File: src/rtl/serial_tx_pal_if.sv
// Load channel of the serial transmitter: valid/ready word handshake.
// Master drives the word, slave (the transmitter) returns ready.
interface serial_tx_pal_if #(
  parameter int WIDTH = 4
);
  logic             load_valid;
  logic             load_ready;
  logic [WIDTH-1:0] load_data;

  modport master (
    output load_valid,
    output load_data,
    input  load_ready
  );

  modport slave (
    input  load_valid,
    input  load_data,
    output load_ready
  );
endinterface

File: src/rtl/serial_tx_pal.sv
// Parallel-to-serial transmitter, MSB first, one bit per en cycle.
// Define PARITY_EN to append an even-parity bit after the data bits.
module serial_tx_pal #(
  parameter int WIDTH = 4
) (
  input  logic           clk,
  input  logic           reset_n,
  serial_tx_pal_if.slave ld,
  input  logic           en,
  output logic           out,
  output logic           out_valid,
  output logic           busy,
  output logic           done
);
  localparam int CW = $clog2(WIDTH + 1);
  localparam logic [CW-1:0] LAST = CW'(WIDTH - 1);

  localparam logic [1:0] IDLE   = 2'd0;
  localparam logic [1:0] SHIFT  = 2'd1;
`ifdef PARITY_EN
  localparam logic [1:0] PARITY = 2'd2;
`endif

  logic [1:0]       state;
  logic [WIDTH-1:0] shreg;
  logic [CW-1:0]    cnt;
`ifdef PARITY_EN
  logic             par;
`endif

  always_ff @(posedge clk or negedge reset_n) begin
    if (!reset_n) begin
      state <= IDLE;
      shreg <= '0;
      cnt   <= '0;
      done  <= 1'b0;
`ifdef PARITY_EN
      par   <= 1'b0;
`endif
    end else begin
      done <= 1'b0;
      unique case (state)
        IDLE: begin
          if (ld.load_valid) begin
            shreg <= ld.load_data;
            cnt   <= '0;
            state <= SHIFT;
`ifdef PARITY_EN
            par   <= ^ld.load_data;
`endif
          end
        end
        SHIFT: begin
          // a count past the last bit can only come from corruption
          if (cnt > LAST) begin
            state <= IDLE;
          end else if (en) begin
            shreg <= shreg << 1;
            cnt   <= cnt + CW'(1);
            if (cnt == LAST) begin
`ifdef PARITY_EN
              state <= PARITY;
`else
              state <= IDLE;
              done  <= 1'b1;
`endif
            end
          end
        end
`ifdef PARITY_EN
        PARITY: begin
          if (en) begin
            state <= IDLE;
            done  <= 1'b1;
          end
        end
`endif
        default: state <= IDLE;
      endcase
    end
  end

  always_comb begin
    out       = 1'b0;
    out_valid = 1'b0;
    unique case (1'b1)
      (state == SHIFT): begin
        out       = shreg[WIDTH-1];
        out_valid = en;
      end
`ifdef PARITY_EN
      (state == PARITY): begin
        out       = par;
        out_valid = en;
      end
`endif
      default: ;
    endcase
  end

  assign busy          = (state != IDLE);
  assign ld.load_ready = (state == IDLE);
endmodule

File: src/flat_wrapper.sv
// flat-port wrapper written by rule: the top's interface ports become plain ports
module serial_tx_pal_flat 
#(
  parameter int WIDTH = 4
)
  (clk, reset_n, en, out, out_valid, busy, done, ld_load_valid, ld_load_data, ld_load_ready);
  serial_tx_pal_if #(.WIDTH(WIDTH)) ld_i ();
  input  logic clk;
  input  logic reset_n;
  input  logic en;
  output logic out;
  output logic out_valid;
  output logic busy;
  output logic done;
  input wire logic [$bits(ld_i.load_valid)-1:0] ld_load_valid;
  input wire logic [$bits(ld_i.load_data)-1:0] ld_load_data;
  output wire logic [$bits(ld_i.load_ready)-1:0] ld_load_ready;
  assign ld_i.load_valid = ld_load_valid;
  assign ld_i.load_data = ld_load_data;
  assign ld_load_ready = ld_i.load_ready;
  serial_tx_pal #(.WIDTH(WIDTH)) u_core (.clk(clk), .reset_n(reset_n), .ld(ld_i), .en(en), .out(out), .out_valid(out_valid), .busy(busy), .done(done));
endmodule
File: config.mk
export PLATFORM = sky130hd
export DESIGN_NAME = serial_tx_pal_flat
export DESIGN_NICKNAME = d
export VERILOG_FILES = /design/src/rtl/serial_tx_pal_if.sv /design/src/rtl/serial_tx_pal.sv /design/src/flat_wrapper.sv
export SDC_FILE = /design/constraint.sdc
export NUM_CORES = 1
export LEC_CHECK = 0
export BUFFER_PORTS_ARGS = -buffer_cell sky130_fd_sc_hd__buf_2
export CORE_AREA = 2 2 39 41
export CTS_BUF_LIST = sky130_fd_sc_hd__clkbuf_8
export DETAILED_ROUTE_END_ITERATION = 8
export DIE_AREA = 0 0 41 43
export HOLD_SLACK_MARGIN = 0.02
export PLACE_DENSITY_LB_ADDON = 0.1
export SYNTH_ARGS = -nofsm -noshare
export SYNTH_HDL_FRONTEND = slang
export SYNTH_SLANG_ARGS = --single-unit
File: constraint.sdc
create_clock -name clk -period 2.95 [get_ports clk]
set_input_delay 0.59 -clock clk [delete_from_list [all_inputs] [get_ports clk]]
set_output_delay 0.59 -clock clk [all_outputs]
set_load 0.1 [all_outputs]
==> impl_summary.md <==
Final layout
The antenna diode count is 0. Summing all flip-flop and latch instances after layout gives 225 sq um. In the final layout, the multi-input gates occupy 255 sq um. Counting the fill cells in the layout gives 129.

After routing the design area is 621 sq um. The total number of nets in the final design is 65. The area growth from synthesis to layout is 22.5%. Of the cells placed in the final design, the portion with a size suffix greater than 1 is 0.519. At the end of the flow the core is filled with cells to 0.448.

GRT
The aggregate global-route resource usage is 0.148. The first global-routing pass estimated 1.68 mm of wire. Summed over all layers, the global routing overflow is 0. Entering global routing, the biggest net connects 12 pins. The initial antenna violation count is 0. The number of global-route vias before repair came to 359.

Drt
Wires add up to 966 microns. The via count is 353. Dividing the detail-routed via count by the number of cells gives 5.04.

The total iterations of the first detailed-routing run is 2. In this run, the number of DRC markers left after iteration 0 of detailed routing was 1. The detail route stage leaves a number of antenna-violating nets equal to 0. Dividing the detail-routed wire length by the instance count gives 13.8 microns. For this run, design rule violations remaining after detail routing come to 0.

STA
On the final layout, the worst clock skew is 4.60 ps. The post-route setup TNS is 0 ps. In the post-route analysis, the smallest setup slack over all paths is 932 ps.

Dividing the final minimum period by the clock period gives 0.684. The headroom to the max-slew limit is 0.678. Setup repair after global routing left no endpoint under its margin. Setup violations remaining at the end of the flow were counted as 0.

At the pin with the least slew margin, the transition time is 486 ps. The post-route minimum period is 2020 ps. The upper clock frequency limit is 0.496 GHz. The number of hold-slack violations in the final timing report is 0. The max-slew violation count is 0.

Yosys
Sorting the synthesized cells by how often they occur yields sky130_fd_sc_hd__dfrtp_1, sky130_fd_sc_hd__inv_1, sky130_fd_sc_hd__mux2_4, sky130_fd_sc_hd__mux2_2, sky130_fd_sc_hd__o2bb2ai_1. The async set-or-reset flop fraction in the synthesized netlist is 1.00. The post-synthesis sequential area ratio is 0.444. The cell count after synthesis is 39. Of all cell types, the one taking the most synthesized area is sky130_fd_sc_hd__dfrtp_1. The dominant register cell in the synthesized netlist is sky130_fd_sc_hd__dfrtp_1.

The post-synthesis cell type count is 19. The flip-flop and latch count after synthesis is 9. The leading cell type by number of instances after synthesis is sky130_fd_sc_hd__dfrtp_1. The cell area after technology mapping is 507 sq um.

Ranked by total cell area, the synthesized netlist is headed by sky130_fd_sc_hd__dfrtp_1, sky130_fd_sc_hd__mux2_4, sky130_fd_sc_hd__mux2_2. The share of synthesized area in the top cell type comes to 0.444. The number of warnings reported in the yosys synthesis log is 0. Yosys mapped a number of flops with a built-in enable equal to 0. The average instance area after synthesis is 13.0 sq um.

The synthesized netlist net count is 49.

Setup path
The data required time at the worst endpoint is 2360 ps. The slowest stage of the critical path is the sky130_fd_sc_hd__dfrtp_1 cell. The critical path in this run is classified as flop to primary output.

For the worst setup path, the data arrival time is 1430 ps. STA classifies the critical path endpoint as a primary output. The element type at the critical path start is a flop.

For this run, the slowest stage of the critical path takes 530 ps. The signal on the critical path passes through and2_4, buf_2. The highest fanout seen on the critical path is 11. For flop-to-flop paths, the worst setup slack is 1130 ps.

Floorplan
The die covers 1760 sq um. For this configuration, the core starts out at a cell density of 0.366. The floorplan step set the die height to 43 microns. The total number of placement rows is 14. The area of the placeable core is 1380 sq um. 13 I/O pins were placed. The floorplan step set the die width to 41 microns.

Clock tree
The clock sink count is 9. In this run the clock root is driven by a sky130_fd_sc_hd__clkbuf_8. The register clock-pin slew on the reported worst setup and hold paths is 50 ps. The number of CTS-inserted buffers is 3. CTS built an H-tree with a depth of 1. The maximum count of clock buffers along a single path is 2.

The setup fix buffers added after clock tree synthesis is 0. The number of cells upsized or downsized after cts is 0. TritonCTS built the clock tree. The clock network latency to the later pin of the worst-skew pair is 230 ps.

In this run, post-CTS hold repair placed 0 buffers.

Placed design
The worst setup slack before clock tree synthesis is 1060 ps. In this run the cell area measured after placement is 576 sq um. The half-perimeter wire length after detailed placement is 709 microns.

In this run the tool buffered the top-level ports with 12 buffer cells. At the end of routability-driven placement, the weighted congestion stood at 0.681.

Outcome
The run finished with clean final reports.

Job
Across the run, the number of max-cap violations was 0.

Min path
The type of the tightest min-delay check is input pin to async pin.
worst max-delay path: cells and delay by family, from the launching register on:
family,cells,cell delay (ps)
buffers and inverters,1,420
and+or+nand+nor,1,240
DFF,1,530
registers in the layout, indices dropped and copies added (netlist names):
signal,count
u_core.shreg,4
u_core.done,1
u_core.state,1
u_core.cnt,3
through the flow:
step	cells	hold slack [ps]
final	70	201
after global routing	70	209
after CTS	70	205
after detailed placement	66	455
after global placement	66	445
after floorplan	39	294
cells by family (layout without fill, tap and decap cells):
logic type | Yosys count | in the layout | synth area share
AO/OA/AOI/OAI | 8 | 8 | 0.146
adder cells (fa/ha/maj) | 2 | 2 | 0.0494
buffers and inverters | 5 | 20 | 0.0518
flip-flops | 9 | 9 | 0.444
multiplexers | 9 | 9 | 0.225
AND/OR/NAND/NOR | 6 | 6 | 0.0840
placed cells by master (no fill, tap or decap):
master                      Yosys  routed
sky130_fd_sc_hd__buf_2          0      12
sky130_fd_sc_hd__dfrtp_1        9       9
sky130_fd_sc_hd__inv_1          4       5
sky130_fd_sc_hd__mux2_4         4       4
sky130_fd_sc_hd__mux2_2         3       3
sky130_fd_sc_hd__o2bb2ai_1      3       3
sky130_fd_sc_hd__clkbuf_8       0       3
sky130_fd_sc_hd__mux2i_1        2       2
sky130_fd_sc_hd__ha_1           2       2
sky130_fd_sc_hd__and2_4         1       1
sky130_fd_sc_hd__and2_2         1       1
sky130_fd_sc_hd__and3_2         1       1
sky130_fd_sc_hd__nor2b_2        1       1
sky130_fd_sc_hd__a21oi_2        1       1
sky130_fd_sc_hd__nand2b_1       1       1
sky130_fd_sc_hd__o22ai_4        1       1
sky130_fd_sc_hd__nor2_1         1       1
sky130_fd_sc_hd__o21ai_0        1       1
sky130_fd_sc_hd__o22ai_1        1       1
sky130_fd_sc_hd__o21bai_1       1       1
layout make-up:
class	count	area share
Clock buffer	3	0.0665
Clock inverter	1	0.00605
Inverter	4	0.0242
Multi-Input combinational cell	25	0.411
Timing Repair Buffer	12	0.0968
Tap cell	16	0.0323
Sequential cell	9	0.363
routing by layer:
| metal | share of wire | GRT usage | up-vias |
|---|---|---|---|
| met5 | 0 | 0 | - |
| met4 | 0.010 | 0.100 | 0 |
| met3 | 0.060 | 0.0471 | 2 |
| met2 | 0.52 | 0.216 | 9 |
| met1 | 0.40 | 0.175 | 175 |
| li1 | - | - | 167 |
final timing paths:
kind | startpoint | end | cells past startpoint
min in group clk | u_core.shreg[3] | u_core.shreg[3] | 1
max | u_core.state[0] | out_valid | 2
max in group asynchronous | reset_n | u_core.shreg[2] | 1
max reg2reg | u_core.cnt[0] | u_core.shreg[3] | 5
min | reset_n | u_core.done | 1
min reg2reg | u_core.shreg[3] | u_core.shreg[3] | 1
Power is left out: the tool's default activity adds up to more than one toggle a clock period on the data nets, which glitch-free logic cannot reach.
